**src/rtl/ic_pkg.sv**
```systemverilog
// Shared constants and state encodings for the interrupt-controller host master.
// Line count, priority width and register map are fixed here for every block that imports them.
package ic_pkg;

  localparam int NUM_INTR = 16;
  localparam int PRIO_W   = 4;
  localparam int IDX_W    = $clog2(NUM_INTR);

  // Priority registers occupy consecutive addresses starting at this base
  localparam logic [7:0] PRIO_BASE = 8'h00;

  typedef enum logic [7:0] {
    S_IDLE       = 8'b0000_0001,
    S_CFG_ACCESS = 8'b0000_0010,
    S_RD_ACCESS  = 8'b0000_0100,
    S_CFG_GAP    = 8'b0000_1000,
    S_WAIT_INTR  = 8'b0001_0000,
    S_SERVICE    = 8'b0010_0000,
    S_ACK        = 8'b0100_0000,
    S_DRAIN      = 8'b1000_0000
  } state_t;

  function automatic logic [NUM_INTR-1:0] line_onehot(input logic [IDX_W-1:0] id);
    return NUM_INTR'(1) << id;
  endfunction

endpackage

```
**src/rtl/ic_host_timer.sv**
```systemverilog
// Loadable down-counter with a zero flag; stops at zero until reloaded.
// The host master shares one instance between access timeouts and the service delay.
module ic_host_timer #(
  parameter int WIDTH = 4
) (
  input  logic             clk,
  input  logic             rst_n,
  input  logic             load,
  input  logic [WIDTH-1:0] load_value,
  output logic             zero
);

  logic [WIDTH-1:0] count;

  always_ff @(posedge clk or negedge rst_n) begin
    if (!rst_n) begin
      count <= '0;
    end else if (load) begin
      count <= load_value;
    end else if (count != '0) begin
      count <= count - 1'b1;
    end
  end

  assign zero = (count == '0);

endmodule

```
**src/rtl/ic_host_master.sv**
```systemverilog
// Host-side initiator: programs one priority register per interrupt line, then services interrupts.
// Define IC_HOST_READBACK_EN to follow every successful write with a verifying read of the same register.
module ic_host_master
  import ic_pkg::*;
#(
  parameter int SERVICE_CYCLES = 3,
  parameter int TIMEOUT_CYCLES = 15
) (
  input  logic                       pclk_i,
  input  logic                       prst_i,
  input  logic                       start_i,
  input  logic [NUM_INTR*PRIO_W-1:0] prio_cfg_i,
  output logic [7:0]                 paddr_o,
  output logic [7:0]                 pwdata_o,
  output logic                       pwrite_o,
  output logic                       penable_o,
  input  logic [7:0]                 prdata_i,
  input  logic                       pready_i,
  input  logic                       perror_i,
  input  logic                       intr_valid_i,
  input  logic [PRIO_W-1:0]          intr_to_service_i,
  output logic                       intr_serviced_o,
  output logic [NUM_INTR-1:0]        intr_clear_o,
  output logic                       cfg_done_o,
  output logic                       cfg_error_o,
  output logic [15:0]                service_count_o
);

  localparam int TMR_MAX = (SERVICE_CYCLES > TIMEOUT_CYCLES) ? SERVICE_CYCLES : TIMEOUT_CYCLES;
  localparam int TMR_W   = $clog2(TMR_MAX + 1);
  // Loads are one less than the cycle count because the zero cycle itself is counted
  localparam logic [TMR_W-1:0] TMO_LOAD = TMR_W'(TIMEOUT_CYCLES - 1);
  localparam logic [TMR_W-1:0] SVC_LOAD = TMR_W'(SERVICE_CYCLES - 1);
  localparam logic [IDX_W-1:0] LAST_IDX = IDX_W'(NUM_INTR - 1);

  state_t                     state;
  state_t                     state_next;
  logic [NUM_INTR*PRIO_W-1:0] prio_q;
  logic [IDX_W-1:0]           idx;
  logic [PRIO_W-1:0]          svc_id;
  logic [PRIO_W-1:0]          cur_prio;
  logic                       rd_next;
  logic                       rd_mismatch;
  logic                       in_access;
  logic                       access_fail;
  logic                       tmr_load;
  logic [TMR_W-1:0]           tmr_value;
  logic                       tmr_zero;

  ic_host_timer #(.WIDTH(TMR_W)) u_timer (
    .clk        (pclk_i),
    .rst_n      (prst_i),
    .load       (tmr_load),
    .load_value (tmr_value),
    .zero       (tmr_zero)
  );

  assign cur_prio    = prio_q[idx*PRIO_W +: PRIO_W];
  assign in_access   = (state == S_CFG_ACCESS) || (state == S_RD_ACCESS);
  assign access_fail = in_access && ((pready_i && perror_i) || (!pready_i && tmr_zero));

`ifdef IC_HOST_READBACK_EN
  logic unused_prdata_hi;
  assign unused_prdata_hi = ^prdata_i[7:PRIO_W];

  // Remembers that the write just finished cleanly, so the gap leads into a read of the same address
  always_ff @(posedge pclk_i or negedge prst_i) begin
    if (!prst_i) begin
      rd_next <= 1'b0;
    end else if (state == S_CFG_ACCESS) begin
      rd_next <= pready_i && !perror_i;
    end else if (state == S_CFG_GAP) begin
      rd_next <= 1'b0;
    end
  end

  assign rd_mismatch = (state == S_RD_ACCESS) && pready_i && !perror_i &&
                       (prdata_i[PRIO_W-1:0] != cur_prio);
`else
  logic unused_prdata;
  assign unused_prdata = ^prdata_i;
  assign rd_next       = 1'b0;
  assign rd_mismatch   = 1'b0;
`endif

  always_ff @(posedge pclk_i or negedge prst_i) begin
    if (!prst_i) begin
      state           <= S_IDLE;
      prio_q          <= '0;
      idx             <= '0;
      svc_id          <= '0;
      cfg_done_o      <= 1'b0;
      cfg_error_o     <= 1'b0;
      service_count_o <= '0;
    end else begin
      state <= state_next;
      if (state == S_IDLE && start_i) begin
        prio_q <= prio_cfg_i;
      end
      if (state == S_CFG_GAP && !rd_next) begin
        idx <= idx + 1'b1;
        if (idx == LAST_IDX) begin
          cfg_done_o <= 1'b1;
        end
      end
      if (access_fail || rd_mismatch) begin
        cfg_error_o <= 1'b1;
      end
      if (state == S_WAIT_INTR && intr_valid_i) begin
        svc_id <= intr_to_service_i;
      end
      if (state == S_ACK) begin
        service_count_o <= service_count_o + 16'd1;
      end
    end
  end

  always_comb begin
    state_next      = state;
    tmr_load        = 1'b0;
    tmr_value       = '0;
    paddr_o         = '0;
    pwdata_o        = '0;
    pwrite_o        = 1'b0;
    penable_o       = 1'b0;
    intr_serviced_o = 1'b0;
    intr_clear_o    = '0;
    unique case (state)
      S_IDLE: begin
        if (start_i) begin
          state_next = S_CFG_ACCESS;
          tmr_load   = 1'b1;
          tmr_value  = TMO_LOAD;
        end
      end
      S_CFG_ACCESS: begin
        paddr_o   = PRIO_BASE + 8'(idx);
        pwdata_o  = 8'(cur_prio);
        pwrite_o  = 1'b1;
        penable_o = 1'b1;
        if (pready_i || tmr_zero) begin
          state_next = S_CFG_GAP;
        end
      end
      S_RD_ACCESS: begin
        paddr_o   = PRIO_BASE + 8'(idx);
        penable_o = 1'b1;
        if (pready_i || tmr_zero) begin
          state_next = S_CFG_GAP;
        end
      end
      S_CFG_GAP: begin
        if (rd_next) begin
          state_next = S_RD_ACCESS;
          tmr_load   = 1'b1;
          tmr_value  = TMO_LOAD;
        end else if (idx == LAST_IDX) begin
          state_next = S_WAIT_INTR;
        end else begin
          state_next = S_CFG_ACCESS;
          tmr_load   = 1'b1;
          tmr_value  = TMO_LOAD;
        end
      end
      S_WAIT_INTR: begin
        if (intr_valid_i) begin
          state_next = S_SERVICE;
          tmr_load   = 1'b1;
          tmr_value  = SVC_LOAD;
        end
      end
      S_SERVICE: begin
        if (tmr_zero) begin
          state_next = S_ACK;
        end
      end
      S_ACK: begin
        intr_serviced_o = 1'b1;
        intr_clear_o    = line_onehot(svc_id);
        state_next      = S_DRAIN;
      end
      S_DRAIN: begin
        // A valid still held from the serviced interrupt must drop before the next one is taken
        if (!intr_valid_i) begin
          state_next = S_WAIT_INTR;
        end
      end
      default: state_next = S_IDLE;
    endcase
  end

endmodule

```
**config.mk**
```make
export PLATFORM = sky130hd
export DESIGN_NAME = ic_host_master
export DESIGN_NICKNAME = d
export VERILOG_FILES = /design/src/rtl/ic_pkg.sv /design/src/rtl/ic_host_timer.sv /design/src/rtl/ic_host_master.sv
export SDC_FILE = /design/constraint.sdc
export NUM_CORES = 1
export LEC_CHECK = 0
export CAP_MARGIN = 20
export CORE_MARGIN = 2
export CORE_UTILIZATION = 48
export DETAILED_ROUTE_END_ITERATION = 12
export PLACE_DENSITY = 0.8
export SYNTH_ARGS = -nofsm -noshare
export SYNTH_HDL_FRONTEND = slang
export SYNTH_HIERARCHICAL = 1
export SYNTH_SLANG_ARGS = --single-unit
```
**constraint.sdc**
```tcl
create_clock -name pclk_i -period 2.9 [get_ports pclk_i]
set_clock_uncertainty 0.1 [all_clocks]
set_input_delay 0.58 -clock pclk_i [delete_from_list [all_inputs] [get_ports pclk_i]]
set_output_delay 0.58 -clock pclk_i [all_outputs]
set_load 0.02 [all_outputs]
```
Word level (Yosys, flattened, before mapping)

Cells that the tools add are included.

Output and inout port bits: 53
Bits in latches: 0
Bits of input ports: 82
Bits in read-only memories: 0
Logic and storage cells: 65
Register bits after elaboration: 102
RAM bits: 0
Memories: 0

Equal/unequal tests: 14
Order comparisons: 0
Bitwise logic cells: 0
Mux-type cells: 23
$add $sub $neg: 3
Div/mod/pow operators: 0
Shift operators: 2
Reductions and logical operators: 15
Multiply operators: 0

Operators by type and width:

| cell                  | count |
|---|---|
| $shiftx 64x7->4       | 1 |
| $pmux 8 s7            | 1 |
| $mux 8                | 5 |
| $mux 4                | 6 |
| $add 16x1->16 const B | 1 |
| $mux 16               | 1 |
| $shl 1x4->16 const A  | 1 |
| $pmux 4 s3            | 1 |
| $eq 8x1->1 const B    | 1 |
| $eq 8x2->1 const B    | 1 |
| $eq 8x3->1 const B    | 1 |
| $eq 8x4->1 const B    | 1 |
| $eq 8x5->1 const B    | 1 |
| $eq 8x6->1 const B    | 1 |
| $eq 8x7->1 const B    | 1 |
| $eq 8x8->1 const B    | 1 |
| $ne 2x2->1 const B    | 4 |
| $mux 1                | 6 |
| $logic_and 1x1->1     | 5 |
| $mux 5                | 1 |
| $reduce_and 5->1      | 1 |
| $add 4x1->4 const B   | 1 |
| $eq 4x4->1 const B    | 1 |
| $logic_not 4->1       | 1 |
| other kinds (10)      | 12 |

Logic depth before layout (Yosys ltp)

Depth after elaboration: 4
Gate-level depth with buffers: 9

Modules after synthesis

Netlist, hierarchy kept.

By module, submodules not included:

| module         | area an instance (µm²) | cells an instance | seq. area each (µm²) | instances |
|---|---|---|---|---|
| ic_host_master | 4640.7                 | 344               | 2428.6               | 1 |
| ic_host_timer  | 234.0                  | 22                | 100.1                | 1 |

Worst setup path after synthesis

No wires, ideal clock.

Path kind: flip-flop to output port
Start point: reg state[1]
End point: out intr_clear_o[8]
Arrival time: 2210 ps
Slack: 10 ps
Stages on the path, launching flop included: 6
Cells stage by stage: dfrtp_1 or4_1 buf_4 nor2_2 nand3b_1 nor3_1

Word-level cells in the longest chain between the ends: 2

RTL lines:

| element                | RTL line              | RTL |
|---|---|---|
| from (decl)            | ic_host_master.sv:36  | `state_t state;` |
| from (signal assigned) | ic_host_master.sv:96  | `state <= state_next;` |
| $eq 8x7->1             | ic_host_master.sv:128 | `unique case (state)` |
| $mux 16                | ic_host_master.sv:128 |  |
| to (decl)              | ic_host_master.sv:23  | `output logic [NUM_INTR-1:0] intr_clear_o,` |

No other way between the ends.

Worst setup path in the final report

Start point: reg state[0]
End point: out intr_clear_o[13]

Same word-level chain as after synthesis.

==> metrics <==
routed length per instance 15.7 um; Worst-Margin Slew 0.605 ns; Layout Nets just under 600; clock root buffer clkbuf_8; DP Wirelength around 7400 um; Synth Register Bits 101; CTS sink cnt 101; unrepaired setup endpoints after global routing no; via count approximately 3,400; grt total ovfl 0; Total GRT Usage 18.7%; layout cells sized above 1 about 28%; Area contributors post-synth dfrtp_1, mux2_2, mux4_2; final slew viol count 0; area share of the largest cell type after synthesis 51.3%; post-route cell area between 0.006 and 0.007 mm2; Async S/R FF share, synth between 90% and 100%; initial antenna violation count 0; # IOs ~140; WL met1 4230 um; Synth Flop Type dfrtp_1; average size of a mapped cell roughly 13 um2; Post-Syn Instances 366; antenna viol nets, final 0; CTS tree built; Setup CP Type register to primary output; Synth cell types 50; Netlist Area Pre-Place between 0.004 and 0.005 mm2; WP data arrival 2.11 ns; Post-synth EDFFs 0; Fill cells 762; initial core utilization 49.6%; PD cells 812 mW/mm2; final hold violation count 0; final core utilization 65.8%; Reg clk slew, reported paths 0.09 ns; CP Capture Type primary output; leakage about 0.0028 uW; DR pass1 iterations 4; FP Rows 36; CTS Buf Count 9; vias in the first global route between 3,000 and 4,000; P&R area growth vs syn 32.6%; largest net degree at the start of global routing 65; max frequency 359 MHz; Worst Path Required between 2 and 2.5 ns; outcome finished clean; VDD IR max 0.000412 V; post-DR vias/cell 5.33; Iter 0 DRT Violations 123; Max H-tree Level 3; core area 0.00982 mm2; Worst Hold Class input port to asynchronous set/reset pin; Slew HR 59.7%; Routed WL ~10000 um; Period Utilization, post-route 96.1%; IO Port Bufs 118; worst-skew pair later-pin latency 0.36 ns; Longest Clk Path Bufs 2; Tmin final roughly 2.8 ns; metal3 WL 632 um; Die Y 105 um; crit-path max FO 7; CP Launch Type register; post-synth top area cell dfrtp_1; MaxCap Viol Count 0; GPL Wtd Cong between 0.8 and 0.9; highest metal used met4; synth warn 6; worst hold slack 0.110 ns; dpl cells between 600 and 700; Finished Layout Cells 635; first-pass GRT wire length 16,600 um; sequential element share of the synthesized area 51.9%; Die W about 100 um; Setup violations, final 0; DR WL met2 5000 um; DRC viols 0; Die ar. 0.0110 mm2; ant diodes 0; Placed Instance Area 0.00630 mm2; r2r setup slk 0.64 ns
## state kept, by name, indices dropped and copies added, names as in the netlist
name	cells
cfg_error_o	1
service_count_o	16
state	7
u_timer/count	4
idx	4
svc_id	4
prio_q	64
cfg_done_o	1
## cell usage in the layout (no fill, tap or decap), drive strengths merged, types with 4 or more instances in the layout
master | synthesis | final
dfrtp | 100 | 100
clkdlybuf4s50 | 0 | 90
mux2 | 70 | 70
buf | 19 | 23
nand2 | 17 | 17
mux4 | 17 | 17
nor2 | 17 | 17
dlygate4sd2 | 0 | 16
xnor2 | 15 | 15
clkbuf | 6 | 14
nor3 | 10 | 10
conb | 1 | 9
nand3 | 8 | 8
nand4 | 7 | 7
nor2b | 7 | 7
mux2i | 6 | 6
a211oi | 6 | 6
xor2 | 6 | 6
inv | 4 | 6
nand2b | 4 | 4
and2 | 4 | 4
## routing by layer
metal | vias to the layer above | global-route usage [%]
met5 | - | 0
met4 | 0 | 5.90
met3 | 12 | 4.55
met2 | 113 | 32.4
met1 | 1675 | 23.1
li1 | 1585 | -
## worst max-delay path, stage by stage (launching register included)
cell	delay [ns]
dfstp_2	0.41
or4_4	0.55
nor2_4	0.16
nand3_1	0.16
nor2_1	0.14
dlygate4sd2_1	0.34
## cells in the mapped netlist, types with 3 or more instances
cell type and count:
dfrtp_1 100, buf_2 8, and3_1 3, buf_4 10, a211oi_1 6, nand4b_1 3, mux2_2 70, nand2b_1 4
nor3_1 9, ha_1 3, xnor2_1 15, clkbuf_1 6, nand4_1 7, nand2_1 17, xor2_1 6, o31ai_1 3
nor2_1 16, nand3_1 8, mux4_2 17, and2_1 4, nor2b_1 7, inv_1 4, mux2i_1 6
## timing repair
item / 4_1_cts / 5_1_grt
endpoints found under the setup margin: 27 / 21
resized for setup: 41 / 19
setup buffers: 1 / 1
hold buffers: 0 / 0
## logic make-up after synthesis
group                    after synthesis  synth area share (%)
AO/OA/AOI/OAI                         24                  3.62
XOR/XNOR                              21                  3.77
adder cells (fa/ha/maj)                3                 0.770
buffers and inverters                 29                  3.21
flip-flops                           101                  51.9
multiplexers                          93                  25.3
other                                  1                0.0769
AND/OR/NAND/NOR                       94                  11.4
## area by class of cell
cell class                      count  area [um2]  area share [%]
Multi-Input combinational cell    244        2240            34.6
Timing Repair Buffer              138        1330            20.6
Clock inverter                      5        43.8           0.678
Sequential cell                   101        2530            39.1
Tap cell                          133         166            2.57
Inverter                            4        15.0           0.232
Clock buffer                       10         138            2.13
## power breakdown
group | total [uW] | switching [uW] | internal, uW
clock network | 825 | 483 | 341
logic | 2190 | 878 | 1320
registers | 2230 | 289 | 1940
total | 5250 | 1650 | 3600
## per-stage QoR
step / total power (uW) / worst slack [ns] / setup TNS (ns)
2_1_floorplan: 3800 / 0.0103 / 0
3_3_place_gp: 4360 / 0.0706 / 0
3_5_place_dp: 4470 / 0.0434 / 0
4_1_cts: 5310 / -0.00511 / -0.00511
5_1_grt: 5600 / 0.0105 / 0
6_report: 5250 / 0.112 / 0
## path summary, 6_finish.rpt
path	startpoint	endpoint	cells past startpoint
setup reg to reg	state[5]$_DFFE_PN0P_	u_timer/count[3]$_DFFE_PN0P_	8
hold / removal	prst_i	svc_id[1]$_DFFE_PN0P_	1
hold reg to reg	cfg_done_o$_DFFE_PN0P_	cfg_done_o$_DFFE_PN0P_	1
min in group pclk_i	cfg_done_o$_DFFE_PN0P_	cfg_done_o$_DFFE_PN0P_	1
setup / recovery	state[0]$_DFFE_PN1P_	intr_clear_o[13]	5
max in group asynchronous	prst_i	idx[2]$_DFFE_PN0N_	2
(Power assumes the default switching activity.)
